## config.mk

```make
export PLATFORM = sky130hd
export DESIGN_NAME = fetch_prefetch_unit_flat
export DESIGN_NICKNAME = d
export VERILOG_FILES = /design/src/rtl/riscv_pkg.sv /design/src/rtl/fetch_prefetch_unit_if.sv /design/src/rtl/fetch_queue.sv /design/src/rtl/fetch_prefetch_unit.sv /design/src/flat_wrapper.sv
export SDC_FILE = /design/constraint.sdc
export NUM_CORES = 1
export LEC_CHECK = 0
export CAP_MARGIN = 0
export CORE_ASPECT_RATIO = 1.1
export CORE_UTILIZATION = 55
export CTS_BUF_LIST = sky130_fd_sc_hd__clkbuf_16
export CTS_CLUSTER_DIAMETER = 150
export CTS_CLUSTER_SIZE = 28
export DETAILED_ROUTE_END_ITERATION = 8
export PLACE_DENSITY = 0.83
export SYNTH_ARGS = -nofsm -noshare
export SYNTH_HDL_FRONTEND = slang
export SYNTH_SLANG_ARGS = --single-unit
```

## constraint.sdc

```tcl
create_clock -name clk -period 3.2 [get_ports clk]
set_input_delay 0.48 -clock clk [delete_from_list [all_inputs] [get_ports clk]]
set_output_delay 0.48 -clock clk [all_outputs]
set_load 0.03 [all_outputs]
```

## src/rtl/riscv_pkg.sv

```systemverilog
// riscv_pkg: shared RV32I constants and the fetch FSM state type.
package riscv_pkg;
  localparam int XLEN = 32;
  localparam logic [XLEN-1:0] NOP_INSTR = 32'h0000_0013;
  typedef enum logic [1:0] {BOOT, RUN, HALTED} fetch_state_e;
endpackage

```

## src/rtl/fetch_prefetch_unit_if.sv

```systemverilog
// fetch_prefetch_unit_if: instruction-memory port, decode handshake and EX/halt control of the fetch unit.
interface fetch_prefetch_unit_if #(parameter int IMEM_AW = 8);
  import riscv_pkg::*;
  logic imem_req;
  logic [IMEM_AW-1:0] imem_addr;
  logic [XLEN-1:0] imem_rdata;
  logic out_valid;
  logic out_ready;
  logic [XLEN-1:0] out_pc;
  logic [XLEN-1:0] out_instr;
  logic redirect_valid;
  logic [XLEN-1:0] redirect_pc;
  logic halt_req;
  logic halted;
  modport master (
    output imem_req, imem_addr, out_valid, out_pc, out_instr, halted,
    input imem_rdata, out_ready, redirect_valid, redirect_pc, halt_req
  );
  modport slave (
    input imem_req, imem_addr, out_valid, out_pc, out_instr, halted,
    output imem_rdata, out_ready, redirect_valid, redirect_pc, halt_req
  );
endinterface

```

## src/rtl/fetch_queue.sv

```systemverilog
// fetch_queue: FIFO of {pc, instr} pairs with synchronous flush; the head reads as zero while empty.
module fetch_queue
  import riscv_pkg::*;
#(parameter int DEPTH = 4) (
  input  logic clk,
  input  logic reset,
  input  logic push,
  input  logic pop,
  input  logic flush,
  input  logic [XLEN-1:0] push_pc,
  input  logic [XLEN-1:0] push_instr,
  output logic [XLEN-1:0] head_pc,
  output logic [XLEN-1:0] head_instr,
  output logic [$clog2(DEPTH):0] count,
  output logic empty
);
  localparam int AW = $clog2(DEPTH);
  logic [AW:0] wr_ptr, rd_ptr;
  logic [2*XLEN-1:0] mem [DEPTH];
  logic full;
  assign count = wr_ptr - rd_ptr;
  assign empty = wr_ptr == rd_ptr;
  assign full = (wr_ptr[AW] != rd_ptr[AW]) && (wr_ptr[AW-1:0] == rd_ptr[AW-1:0]);
  assign {head_pc, head_instr} = empty ? '0 : mem[rd_ptr[AW-1:0]];
  always_ff @(posedge clk or posedge reset)
    if (reset) begin
      wr_ptr <= '0;
      rd_ptr <= '0;
    end else if (flush) begin
      wr_ptr <= '0;
      rd_ptr <= '0;
    end else begin
      if (push) wr_ptr <= wr_ptr + (AW+1)'(1);
      if (pop) rd_ptr <= rd_ptr + (AW+1)'(1);
    end
  always_ff @(posedge clk)
    if (push && !flush) mem[wr_ptr[AW-1:0]] <= {push_pc, push_instr};
  // Issue credit bounds count+inflight by DEPTH, so this can only fire on a credit bug.
  a_no_overflow: assert property (@(posedge clk) disable iff (reset) push |-> !full);
endmodule

```

## src/rtl/fetch_prefetch_unit.sv

```systemverilog
// fetch_prefetch_unit: owns the PC, reads 1-cycle-latency imem and queues instructions for decode.
// FETCH_PERF_CNT_EN adds saturating stall-cycle and redirect counters.
module fetch_prefetch_unit
  import riscv_pkg::*;
#(
  parameter int DEPTH = 4,
  parameter logic [XLEN-1:0] RESET_PC = '0,
  parameter int IMEM_AW = 8
) (
  input logic clk,
  input logic reset,
  fetch_prefetch_unit_if.master bus
`ifdef FETCH_PERF_CNT_EN
  ,
  output logic [XLEN-1:0] perf_stall_cycles,
  output logic [XLEN-1:0] perf_redirects
`endif
);
  fetch_state_e state, state_nxt;
  logic [XLEN-1:0] pc, inflight_pc;
  logic inflight, issue, push, pop, empty;
  logic [$clog2(DEPTH):0] count;
  always_comb begin
    state_nxt = state;
    issue = 1'b0;
    if (bus.redirect_valid) state_nxt = RUN;
    else begin
      issue = state == RUN && (32'(count) + 32'(inflight)) < DEPTH;
      state_nxt = state == BOOT ? RUN : (state == RUN && bus.halt_req) ? HALTED : state;
    end
  end
  always_ff @(posedge clk or posedge reset)
    if (reset) begin
      state <= BOOT;
      pc <= RESET_PC;
      inflight <= 1'b0;
      inflight_pc <= '0;
    end else begin
      state <= state_nxt;
      inflight <= issue;
      if (issue) inflight_pc <= pc;
      if (bus.redirect_valid) pc <= bus.redirect_pc & ~32'h3;
      else if (issue) pc <= pc + 32'd4;
    end
  // A redirect discards the response landing this cycle and hides the head from decode.
  assign push = inflight && !bus.redirect_valid;
  assign bus.out_valid = !empty && !bus.redirect_valid;
  assign pop = bus.out_valid && bus.out_ready;
  assign bus.imem_req = issue;
  assign bus.imem_addr = pc[IMEM_AW+1:2];
  assign bus.halted = state == HALTED;
  fetch_queue #(.DEPTH(DEPTH)) u_queue (
    .clk(clk),
    .reset(reset),
    .push(push),
    .pop(pop),
    .flush(bus.redirect_valid),
    .push_pc(inflight_pc),
    .push_instr(bus.imem_rdata),
    .head_pc(bus.out_pc),
    .head_instr(bus.out_instr),
    .count(count),
    .empty(empty)
  );
`ifdef FETCH_PERF_CNT_EN
  always_ff @(posedge clk or posedge reset)
    if (reset) begin
      perf_stall_cycles <= '0;
      perf_redirects <= '0;
    end else begin
      if (bus.out_valid && !bus.out_ready && ~&perf_stall_cycles) perf_stall_cycles <= perf_stall_cycles + 32'd1;
      if (bus.redirect_valid && ~&perf_redirects) perf_redirects <= perf_redirects + 32'd1;
    end
`endif
endmodule

```

## src/flat_wrapper.sv

```systemverilog
// flat-port wrapper written by rule: the top's interface ports become plain ports
module fetch_prefetch_unit_flat import riscv_pkg::*;
#(
  parameter int DEPTH = 4,
  parameter logic [XLEN-1:0] RESET_PC = '0,
  parameter int IMEM_AW = 8
)
  (clk, reset, bus_imem_req, bus_imem_addr, bus_out_valid, bus_out_pc, bus_out_instr, bus_halted, bus_imem_rdata, bus_out_ready, bus_redirect_valid, bus_redirect_pc, bus_halt_req);
  fetch_prefetch_unit_if #(.IMEM_AW(IMEM_AW)) bus_i ();
  input logic clk;
  input logic reset;
  output wire logic [$bits(bus_i.imem_req)-1:0] bus_imem_req;
  output wire logic [$bits(bus_i.imem_addr)-1:0] bus_imem_addr;
  output wire logic [$bits(bus_i.out_valid)-1:0] bus_out_valid;
  output wire logic [$bits(bus_i.out_pc)-1:0] bus_out_pc;
  output wire logic [$bits(bus_i.out_instr)-1:0] bus_out_instr;
  output wire logic [$bits(bus_i.halted)-1:0] bus_halted;
  input wire logic [$bits(bus_i.imem_rdata)-1:0] bus_imem_rdata;
  input wire logic [$bits(bus_i.out_ready)-1:0] bus_out_ready;
  input wire logic [$bits(bus_i.redirect_valid)-1:0] bus_redirect_valid;
  input wire logic [$bits(bus_i.redirect_pc)-1:0] bus_redirect_pc;
  input wire logic [$bits(bus_i.halt_req)-1:0] bus_halt_req;
  assign bus_imem_req = bus_i.imem_req;
  assign bus_imem_addr = bus_i.imem_addr;
  assign bus_out_valid = bus_i.out_valid;
  assign bus_out_pc = bus_i.out_pc;
  assign bus_out_instr = bus_i.out_instr;
  assign bus_halted = bus_i.halted;
  assign bus_i.imem_rdata = bus_imem_rdata;
  assign bus_i.out_ready = bus_out_ready;
  assign bus_i.redirect_valid = bus_redirect_valid;
  assign bus_i.redirect_pc = bus_redirect_pc;
  assign bus_i.halt_req = bus_halt_req;
  fetch_prefetch_unit #(.DEPTH(DEPTH), .RESET_PC(RESET_PC), .IMEM_AW(IMEM_AW)) u_core (.clk(clk), .reset(reset), .bus(bus_i));
endmodule
```

### Yosys cells after proc, flatten, opt, wreduce, memory -nomap -nowiden

Memory sizes are Yosys's and may differ from the RTL's.
Index checks and enable logic that the tools add are counted.

* shifts and indexed selects: 0
* divide/modulo/power cells: 0
* add/sub/neg operators: 5
* reduce and logical (&&, ||, !) cells: 13
* multiply operators: 0
* multiplexer cells: 13
* bitwise logic cells: 0
* eq/ne operators: 3
* $lt $le $gt $ge: 1

Operators by type and width (count)
* $mux 32: 2
* $mux 64: 1
* $add 32x3->32 const B: 1
* $lt 32x3->1 const B: 1
* $mux 3: 4
* $add 3x1->3 const B: 2
* $logic_and 1x1->1: 6
* $mux 2: 3
* $reduce_bool 2->1: 3
* $add 3x1->4: 1
* $eq 3x3->1: 1
* $mux 1: 3
* $reduce_bool 3->1: 1
* $sub 3x3->3: 1
* $eq 2x1->1 const B: 1
* $eq 2x2->1 const B: 1
* $logic_not 1->1: 2
* $logic_not 2->1: 1

* ROM bits: 0
* latch bits: 0
* memories kept: 1
* input bits: 69
* RAM bits: 256
* register bits after elaboration: 73

Memories
* u_core.u_queue.mem: depth 4, bits a word 64, read ports 1, clocked after memory_dff 0, write ports 1, RTL line fetch_queue.sv:19 `logic [2*XLEN-1:0] mem [DEPTH];`

### Logic depth before layout (Yosys ltp)

* depth in word-level cells: 7
* gate-level depth with buffers: 8
* mapped depth without buffers: 7

### Hierarchy

Synthesis repeated with hierarchy kept, for this count alone.

* cells, all modules: 758
* area total of the unflattened synthesis: 13400.4 µm²

Modules (own cells, without submodules)
* fetch_queue: cells an instance 455, times used 1, area each 10253.6 µm²
* fetch_prefetch_unit: cells an instance 303, times used 1, area each 3146.8 µm²

### Least setup slack after synthesis

No wires, ideal clock.

* kind: input port to flip-flop
* start: input bus_redirect_valid
* end: memory u_core.u_queue.mem[0][0] in the netlist's numbering, enable pin
* library setup time: 0.427 ns
* arrival: 2.324 ns
* slack: 0.449 ns
* stages on the path: 3
* path buffers: 1
* cell sequence: clkbuf_1 -> nor2b_1 -> and2_1

* cells in the longest elaborated chain, start to end: 5

RTL lines
* start, declared: RTL line flat_wrapper.sv:20 `input wire logic [$bits(bus_i.redirect_valid)-1:0] bus_redirect_valid;`
* $logic_not 1->1 (*): RTL line fetch_queue.sv:37, fetch_prefetch_unit.sv:46
* $logic_and 1x1->1: RTL line fetch_prefetch_unit.sv:46 `assign push = inflight && !bus.redirect_valid;`
* $logic_and 1x1->1 (*): RTL line fetch_queue.sv:37 `if (push && !flush) mem[wr_ptr[AW-1:0]] <= {push_pc, push_instr};`
* $mux 1 (*): RTL line fetch_queue.sv:37
* $mux 1 (implied by the code) (*): RTL line fetch_queue.sv:37
* end, declared: RTL line fetch_queue.sv:19

Mark *: on every way between the ends. The rest lies on a longest branch, timed or not.

### Worst setup path after layout

* start: register u_core.u_queue.rd_ptr[0]
* end: output bus_out_instr[6]

* cells in the longest elaborated chain, start to end: 2

RTL lines
* start, declared: RTL line fetch_queue.sv:18 `logic [AW:0] wr_ptr, rd_ptr;`
* start signal, assigned: RTL line fetch_queue.sv:34 `if (pop) rd_ptr <= rd_ptr + (AW+1)'(1);`
* $mem_v2 4x64 or $eq 3x3->1 (tied branches)
* $mux 64 (*): RTL line fetch_queue.sv:24 `assign {head_pc, head_instr} = empty ? '0 : mem[rd_ptr[AW-1:0]];`
* end, declared: RTL line flat_wrapper.sv:16 `output wire logic [$bits(bus_i.out_instr)-1:0] bus_out_instr;`

Marks and branches as above.

==> impl_results.md <==
* Outcome: completed
* Cell taking the most area after synthesis: edfxtp_1
* Via count at 7,077
* Worst rel slew slack at 0.574
* Max Cap Violations at 0
* Post-place setup slack at 0.350 ns
* Chip width at 148 um
* Post-synthesis compound-gate area fraction at 0.0266
* DRC viols at 0
* Total CTS buffers at 15
* Final nets at 963
* Maximum clock frequency at 322 MHz
* CP Launch Type: flip-flop
* Routed Antenna Nets at 0
* WL per Instance at 21.1 um
* Core ar. at 23,000 sq um
* Placed inst area at 14,800 sq um
* Initial core utilization at 0.564
* Synth top area share at 0.574
* Grt total ovfl at 0
* CTS max path bufs at 3
* Clock root buffer: clkbuf_16
* Worst setup margin at 0.0900 ns
* Initial antenna violation count at 0
* Drt via density at 5.93
* Io pins at 144
* Tot Pwr at 11,800 uW
* CP Max Fanout at 46
* Cell variety after synth at 49
* Clk slew on worst S/H paths at 0.11 ns
* Crit path kind: flip-flop to output pin
* Synth warnings at 0
* Post-synthesis sequential area ratio at 0.707
* Synth cell count leaders: 248 x edfxtp_1, 69 x dfrtp_1, 65 x nor2b_1
* Die ar. at 24,200 sq um
* Worst path depth at 6
* Setup_tns at 0 ns
* Worst Path Arrival at 2.63 ns
* Most common cell in the netlist: edfxtp_1
* RSZ-0062 raised after global routing: false
* Final estimated routing congestion in global placement at 0.851
* TritonCTS clock tree: done
* Layout Area Growth over Synthesis at 18.8%
* Post-synthesis async set-or-reset flop share at 0.218
* Endpoint class of the critical path: output pin
* Pwr dens at 768 nW/um^2
* Final HPWL from detailed placement at 15.9 mm
* Endpoints failing hold at 0
* Final Slew Violations at 0
* Worst stage delay on the critical path at 0.70 ns
* Clock Skew at 0.0277 ns
* Largest cells by area after synthesis: edfxtp_1 57%, dfrtp_1 13%, mux4_2 11%, nor2b_1 3.1%, mux2_2 2.6%
* Final setup viols at 0
* Mux share of post-synthesis cell area at 0.136
* GRT Util Overall at 0.214
* Synthesized area at 13,000 sq um
* Number of fill cells in the layout at 1,509
* Antenna diode count at 0
* FF-to-FF path depth at 6
* Worst hold path class: input pin to async pin
* Fin crit share at 0.972
* Family with the most delay on the worst path: buffers and inverters
* Finished Cell Area at 15,400 sq um
* Row count at 58
* Simple logic cell fraction of the synthesized area at 0.0879
* Total wire length at 25.2 mm
* FF+latch count, synth at 317
* Die Height at 163 um
* Post-synth EDFFs at 248
* Ratio of cells with drive above 1 in the final layout at 0.189
* Min Hold Slack at 0.430 ns
* Drt first-iter violations at 512
* Post-synthesis adder-cell area fraction at 0.00926
* Crit-path cells: ha_1, nand2_1, nor2_4, buf_12, nor2b_1, clkdlybuf4s50_1
* First-pass GRT wire length at 39.2 mm
* Slowest cell on crit path: clkdlybuf4s50_1
* Mapped Avg Cell Area at 17.4 sq um
* XOR/XNOR share of the synthesized area at 0.00974
* DRT Pass-1 Iters at 5
* CTS Hold Buffers Added at 0
* H-tree depth at 1
* Worst reg2reg setup slack at 0.32 ns
* CTS Sinks at 317
* VDD IR-drop max at 0.378 mV
* Leakage power at 0.00546 uW
* I/O Buffers at 139
* Critical path buffers and inverters at 2
* Top_reg_cell synth: edfxtp_1
* Combinational family with the most area after synthesis: multiplexers
* CP Data Required Time at 2.72 ns
* Least-Margin Pin Slew at 0.634 ns
* Minimum clock period at 3.11 ns
* Clk Latency, worst-skew pair at 0.51 ns
* Post-Synthesis Cells at 746
* Number of global-route vias before repair at 7,157
* Largest net degree at the start of global routing at 47
## registers in the layout, indices dropped and copies added, names as in the netlist
name	count
u_core.pc	30
u_core.inflight	1
u_core.inflight_pc	30
u_core.u_queue.mem	248
u_core.u_queue.wr_ptr	3
u_core.u_queue.rd_ptr	3
u_core.state	2
## worst register-to-register path, cell delays in order, from the launching register on
cell and delay, ns:
dfrtp_4 0.55, ha_1 0.22, fa_1 0.41, xor3_2 0.29, or4_4 0.63, or4_1 0.56, a31oi_1 0.18
## routing by layer
metal,GRT usage,up-vias,wire length (um)
met4,0.0487,0,418
met1,0.291,3632,10300
met3,0.0243,31,1330
met5,0,-,0
li1,-,3181,-
met2,0.373,233,13100
## metrics by stage
step | instances | utilization
2_1_floorplan | 747 | -
3_3_place_gp | 1161 | 0.645
3_5_place_dp | 1161 | 0.645
4_1_cts | 1188 | 0.666
5_1_grt | 1194 | 0.670
6_report | 1194 | 0.670
## area by class of cell
class,instances,area [sq um],share of cell area
inverter,13,48.8,0.00317
timing repair buffer,171,1820,0.118
clock buffer,15,375,0.0244
clock inverter,11,62.6,0.00406
tap,300,375,0.0244
multi-input combinational,367,3540,0.230
sequential,317,9180,0.596
## power by group
| part | internal, uW | switching [uW] | total [uW] |
|---|---|---|---|
| combinational | 1950 | 2320 | 4270 |
| clock | 888 | 1210 | 2100 |
| sequential | 5080 | 375 | 5450 |
## cell usage in the layout (no fill, tap or decap), drive strengths merged, types with 3 or more instances in the layout
| cell | count |
|---|---|
| or4 | 11 |
| nor2b | 65 |
| dfrtp | 69 |
| clkbuf | 15 |
| mux2 | 30 |
| a31oi | 13 |
| ha | 8 |
| nand2 | 26 |
| a311o | 5 |
| nor4 | 8 |
| clkdlybuf4s50 | 104 |
| o31ai | 8 |
| xor2 | 5 |
| dlygate4sd2 | 3 |
| buf | 45 |
| nand3 | 17 |
| xnor2 | 4 |
| nand4 | 15 |
| nor3 | 3 |
| edfxtp | 248 |
| o211ai | 3 |
| nor2 | 32 |
| mux2i | 3 |
| inv | 24 |
| o21ai | 9 |
| a21oi | 3 |
| mux4 | 62 |
| and4 | 6 |
| dlymetal6s2s | 19 |
| and2 | 6 |
## kinds of logic after synthesis
logic type / Yosys count
AND/OR/NAND/NOR: 201
adder cells (fa/ha/maj): 9
buffers and inverters: 63
other: 1
multiplexers: 95
AO/OA/AOI/OAI: 49
flip-flops: 317
XOR/XNOR: 11
## final timing paths
check | from | endpoint
max | u_core.u_queue.rd_ptr[0] | bus_out_instr[6]
min | reset | u_core.inflight_pc[27]
max reg2reg | u_core.u_queue.rd_ptr[0] | u_core.pc[22]
min reg2reg | u_core.inflight_pc[10] | u_core.u_queue.mem[3][42]
max in group asynchronous | reset | u_core.inflight_pc[9]
min in group clk | u_core.inflight_pc[10] | u_core.u_queue.mem[3][42]
## repair_timing
item | CTS | global route
gates cloned | 1 | 0
gates resized for setup | 6 | 20
pin swaps | 0 | 1
endpoints found under the setup margin | 52 | 46
buffers inserted | 0 | 6
(Power assumes the default switching activity.)
==> RTL edit 1: new RTL, same settings <==
Re-encode `fetch_state_e` (3 states) as one-hot, 3 bits wide.
--- a/src/rtl/riscv_pkg.sv
+++ b/src/rtl/riscv_pkg.sv
@@ -3,5 +3,5 @@
   localparam int XLEN = 32;
   localparam logic [XLEN-1:0] NOP_INSTR = 32'h0000_0013;
-  typedef enum logic [1:0] {BOOT, RUN, HALTED} fetch_state_e;
+  typedef enum logic [2:0] {BOOT = 3'b001, RUN = 3'b010, HALTED = 3'b100} fetch_state_e;
 endpackage
 
Check against the original RTL: same outputs for any inputs over 4 cycles, from zero or initial values and one cycle with reset high; so few cycles prove little.
==> RTL edit 1 against the original RTL <==
Sequential cell count rose by 1. Setup slack got worse by 32 ps. Clock skew fell by 11 ps. Die area rose by 0.24%. Sequential share of layout area rose by 0.31 points. Total power fell by 0.71%. Combinational power fell by 2%. Routed wire length fell by 0.44%. Count of clock-buffer cells in the layout did not move. Utilization fell by 0.14 points. Final area fell by 0.20%. Synthesized area rose by 0.24%. Largest power group unchanged.
==> RTL edit 1: results (changes against the original RTL) <==
- The reported leakage power was 0.00515 µW (-5.6%).
- The run finished with clean final reports.
- The async set-or-reset flop fraction in the synthesized netlist is 22.0% (+0.25 points).
- The sequential cell area fraction in the yosys report is 70.8% (about the same).
- Counting instances in the post-synthesis netlist gives the leading cell types as edfxtp_1 (248), dfrtp_1 (69), nor2b_1 (65).
- The cell family with the largest share of critical-path delay is simple AND/OR/NAND/NOR gates.
- The number of global-route vias before repair was 7057 (-1.4%).
- The clock insertion delay at the later pin of the skew report is 490 ps (-20 ps).
- The count of unique library cells instantiated by Yosys is 52 (+6.1%).
- The share of layout cells above drive strength 1 is 21.0% (+2.1 points).
- The number of buffers added by the clock tree synthesis step was 15 (unchanged).
- The post-place setup slack is 458 ps (+108 ps).
- The final wirelength came to 25.1 mm (-0.44%).
- The setup slack on the worst flop-to-flop path is 560 ps (+240 ps).
- The global placement routability congestion came to 0.808 (-5.0%).
- The setup skew after layout is 17.1 ps (-10.6 ps).
- The HPWL after detailed placement is 16.3 mm (+2.6%).
- The overall global routing resource usage was 21.5% (+0.13 points).
- In the post-synthesis netlist, the biggest area contributors are edfxtp_1 (57%), dfrtp_1 (13%), mux4_2 (11%), nor2b_1 (3.1%), mux2_2 (2.5%).
- The remaining max-slew budget at the tightest pin came to 47.9% (-9.5 points).
- The wire length of the first global-routing pass was 39.6 mm (+1.1%).
- The worst stage delay on the critical path is 540 ps (-160 ps).
- The via count is 7033 (-0.62%).
- The slowest stage cell on the critical path is dfrtp_4.
- The worst endpoint data arrival time was 2660 ps (+30 ps).
- The worst vdd rail ir drop is 0.351 mV (-7.3%).
- The largest fanout on the critical path is 16 (-65%).
-- RTL edit 1: cell types whose count changed in the layout (fill, tap and decap cells not counted), sizes merged, moves of 6 or more --
| cell | before | now |
|---|---|---|
| inv | 24 | 18 |
| nor2 | 32 | 25 |
| buf | 45 | 62 |
| dlymetal6s2s | 19 | 0 |
| or4 | 11 | 17 |
| nor4 | 8 | 2 |
-- RTL edit 1: worst max path at each step --
stage	start	endpoint	slack, ps	cells past startpoint
floorplan	bus_redirect_valid	u_core.u_queue.mem[0][0]$_DFFE_PP_	260	4
global placement	u_core.u_queue.wr_ptr[0]$_DFFE_PP0P_	bus_imem_req	470	8
detailed placement	u_core.u_queue.wr_ptr[0]$_DFFE_PP0P_	bus_imem_req	460	8
CTS	u_core.u_queue.wr_ptr[0]$_DFFE_PP0P_	bus_imem_req	60	8
global route	u_core.u_queue.rd_ptr[0]$_DFFE_PP0P_	bus_imem_req	5	7
finish	u_core.u_queue.rd_ptr[0]$_DFFE_PP0P_	bus_imem_req	60	7
-- RTL edit 1: power by group --
part | internal [µW] | total [µW] | switching (µW)
registers | 5080 | 5480 | 397
clock network | 882 | 2080 | 1200
logic | 1920 | 4180 | 2260
-- RTL edit 1: cells by family (layout without fill, tap and decap cells) --
| family | Yosys count | count (layout) | synth area share (%) |
|---|---|---|---|
| AOI/OAI and AO/OA | 56 | 56 | 3.14 |
| xor gates and xnor gates | 10 | 10 | 0.789 |
| adders and majority gates | 9 | 9 | 0.924 |
| buffers and inverters | 60 | 206 | 2.17 |
| DFF | 318 | 318 | 70.8 |
| muxes | 96 | 96 | 13.7 |
| other | 1 | 2 | 0.0288 |
| and+or+nand+nor | 193 | 193 | 8.53 |
-- RTL edit 1: cell type report --
cell class	instances	area, µm²
Clock buffer	15	375
Clock inverter	10	53.8
Fill cell	1515	7630
Inverter	9	33.8
Multi-Input combinational cell	366	3550
Sequential cell	318	9210
Tap cell	300	375
Timing Repair Buffer	172	1770
-- RTL edit 1: per-stage QoR --
step | util (%) | cells | instance area [µm²] | hold slack, ps
after floorplan | - | 744 | 13000 | 469
after global placement | 64.6 | 1162 | 14900 | 494
after detailed placement | 64.6 | 1162 | 14900 | 507
after CTS | 66.8 | 1189 | 15400 | 446
after global routing | 66.8 | 1190 | 15400 | 493
final | 66.8 | 1190 | 15400 | 445
-- RTL edit 1: per-layer routing --
metal  track usage, %  wire length [µm]  vias to the layer above
met5                0                 0                        -
met4             4.59               353                        0
met3             2.29              1140                       23
met2             36.7             12700                      203
met1             30.1             10900                     3638
li1                 -                 -                     3169
-- RTL edit 1: timing repair --
action                     CTS  global route
resized for setup            5             1
pin swaps                    0             0
hold buffers                 0             0
cloned                       2             0
buffers inserted             0             1
setup endpoints to repair   34             9
==> RTL edit 2: new RTL, config.mk and constraints unchanged <==
Without the edit above. `IMEM_AW` is set to 8 in 3 places; all go to 9.
--- a/src/rtl/fetch_prefetch_unit_if.sv
+++ b/src/rtl/fetch_prefetch_unit_if.sv
@@ -1,4 +1,4 @@
 // fetch_prefetch_unit_if: instruction-memory port, decode handshake and EX/halt control of the fetch unit.
-interface fetch_prefetch_unit_if #(parameter int IMEM_AW = 8);
+interface fetch_prefetch_unit_if #(parameter int IMEM_AW = 9);
   import riscv_pkg::*;
   logic imem_req;
--- a/src/rtl/fetch_prefetch_unit.sv
+++ b/src/rtl/fetch_prefetch_unit.sv
@@ -6,5 +6,5 @@
   parameter int DEPTH = 4,
   parameter logic [XLEN-1:0] RESET_PC = '0,
-  parameter int IMEM_AW = 8
+  parameter int IMEM_AW = 9
 ) (
   input logic clk,
--- a/src/flat_wrapper.sv
+++ b/src/flat_wrapper.sv
@@ -4,5 +4,5 @@
   parameter int DEPTH = 4,
   parameter logic [XLEN-1:0] RESET_PC = '0,
-  parameter int IMEM_AW = 8
+  parameter int IMEM_AW = 9
 )
   (clk, reset, bus_imem_req, bus_imem_addr, bus_out_valid, bus_out_pc, bus_out_instr, bus_halted, bus_imem_rdata, bus_out_ready, bus_redirect_valid, bus_redirect_pc, bus_halt_req);
Interface: changed (resized bus_imem_addr); port bits go from 144 to 145. No check against the original RTL was run, so the function may have changed too.
==> RTL edit 2 against the original RTL <==
Sequential power is essentially flat. Final area down 0.27%. Sequential cell count stayed put. Setup slack worse by 87 ps. Synthesized area about the same. Total power decreased by 0.80%. Cell count decreased by 0.50%. Routed wire length grew 0.74%. Hold slack worse by 43 ps. Via count about the same. Highest routed layer unchanged.
==> RTL edit 2: results (changes against the original RTL) <==
- The run finished with clean final reports.
- The largest fanout on the critical path is 42 (-8.7%).
- The setup skew after layout was 26.9 ps (-0.823 ps).
- The number of failing hold endpoints at the final stage was 0 (unchanged).
- For the worst-skew pair, the clock arrives at the later sink with an insertion delay of 500 ps.
- The multiplexer share of the synthesized area is 13.6% (about the same).
- The buffer depth of the longest clock path is 3 (unchanged).
- The reported leakage power is 0.00538 µW (-1.4%).
- The sequential cell area fraction in the yosys report is 70.7% (about the same).
- The total inserted antenna cells is 0 (unchanged).
- The via count is 7079 (+0.028%).
- The worst stage delay on the critical path is 690 ps.
- STA classifies the critical path startpoint as a flop.
- The total of buffers placed on input and output ports was 140 (+0.72%).
- The HPWL after detailed placement is 16.4 mm (+2.7%).
- The depth of the worst register-to-register path is 7 (+1).
- The worst vdd rail ir drop is 0.469 mV (+24%).
- The post-synthesis xor/xnor area fraction was 0.974% (about the same).
- The share of layout cells above drive strength 1 is 17.5% (-1.4 points).
- The overall global routing resource usage is 21.4% (+0.074 points).
- The post-synthesis share of cell area spent on full adders, half adders and majority gates is 0.926% (about the same).
- The pin slew with the least headroom to its limit is 955 ps (+321 ps).
- Tracing the worst setup path back leads to its startpoint at u_core.u_queue.wr_ptr[0]$_DFFE_PP0P_.
- The wire length of the first global-routing pass is 39.2 mm (+0.12%).
- The number of buffers added by the clock tree synthesis step is 15 (unchanged).
- The number of synthesized flops with an enable pin is 248 (unchanged).
- The count of unique library cells instantiated by Yosys is 49 (unchanged).
- Grouping stages by cell kind, the critical path spends the most delay in buffers and inverters.
- The slowest stage cell on the critical path is clkdlybuf4s50_1.
- The largest net degree at the start of global routing came to 45 (-4.3%).
- The total of fill cells in the finished design is 1530 (+1.4%).
- The post-synthesis compound-gate area fraction was 2.66% (about the same).
- By area the synthesized netlist is led by edfxtp_1 (57%), dfrtp_1 (13%), mux4_2 (11%), nor2b_1 (3.1%), mux2_2 (2.6%).
- The CTS H-tree depth was 1 (unchanged).
- The mean area per synthesized cell was 17.4 µm² (about the same).
- The worst endpoint data arrival time is 2720 ps (+90 ps).
- The final routed wire length divided by cell count is 21.3 µm (+1.3%).
- The global placement routability congestion is 0.809 (-4.9%).
- The violation count after the first detailed-route iteration came to 457 (-11%).
- The non-filler instance count after layout is 1188 (-0.50%).
- The post-layout net count was 958 (-0.52%).
- The async set-or-reset flop fraction in the synthesized netlist is 21.8% (unchanged).
[RTL edit 2: cell types whose count changed after synthesis]
cell	change
buf_4	+1
[RTL edit 2: layout make-up]
cell class / instances / area share [%]
flip-flops and latches: 317 / 59.8
multi-input cells: 367 / 23.1
repair buffers: 166 / 11.6
clock buffers: 15 / 2.44
well taps: 300 / 2.44
clock inverters: 10 / 0.350
inverters: 13 / 0.318
[RTL edit 2: what timing repair did]
item / 4_1_cts / 5_1_grt
endpoints found under the hold margin: 0 / 0
gates resized for setup: 16 / 17
setup buffers: 0 / 0
gates cloned: 1 / 0
setup endpoints to repair: 58 / 47
[RTL edit 2: worst reg2reg max path, stage by stage, from the launching register on]
cell and delay, ps:
dfrtp_1 440, inv_1 110, ha_1 230, fa_1 410, xor3_2 320, or4_4 630, or4_1 550, a31oi_1 190
[RTL edit 2: routing by layer]
metal,wire [µm],track usage [%]
met2,12700,36.3
met3,1540,2.74
met5,0,0
met4,533,5.76
met1,10500,29.6
[RTL edit 2: report_power, final]
group          switching [µW]  internal, µW
sequential                384          5080
clock                    1200           881
combinational            2300          1880
total                    3880          7840
[RTL edit 2: final timing paths]
kind | endpoint | slack (ps)
max | bus_out_instr[15] | 2
max reg2reg | u_core.pc[22]$_DFFE_PP0P_ | 240
max in group asynchronous | u_core.pc[9]$_DFFE_PP0P_ | 2120
min in group clk | u_core.u_queue.mem[2][34]$_DFFE_PP_ | 530
min | u_core.pc[25]$_DFFE_PP0P_ | 390
min reg2reg | u_core.u_queue.mem[2][34]$_DFFE_PP_ | 530
[RTL edit 2: metrics by stage]
stage / cell area [µm²] / worst slack (ps)
3_5_place_dp: 14900 / 320
6_report: 15400 / 2.47
3_3_place_gp: 14900 / 387
5_1_grt: 15400 / -101
2_1_floorplan: 13000 / 449
4_1_cts: 15300 / 1.78
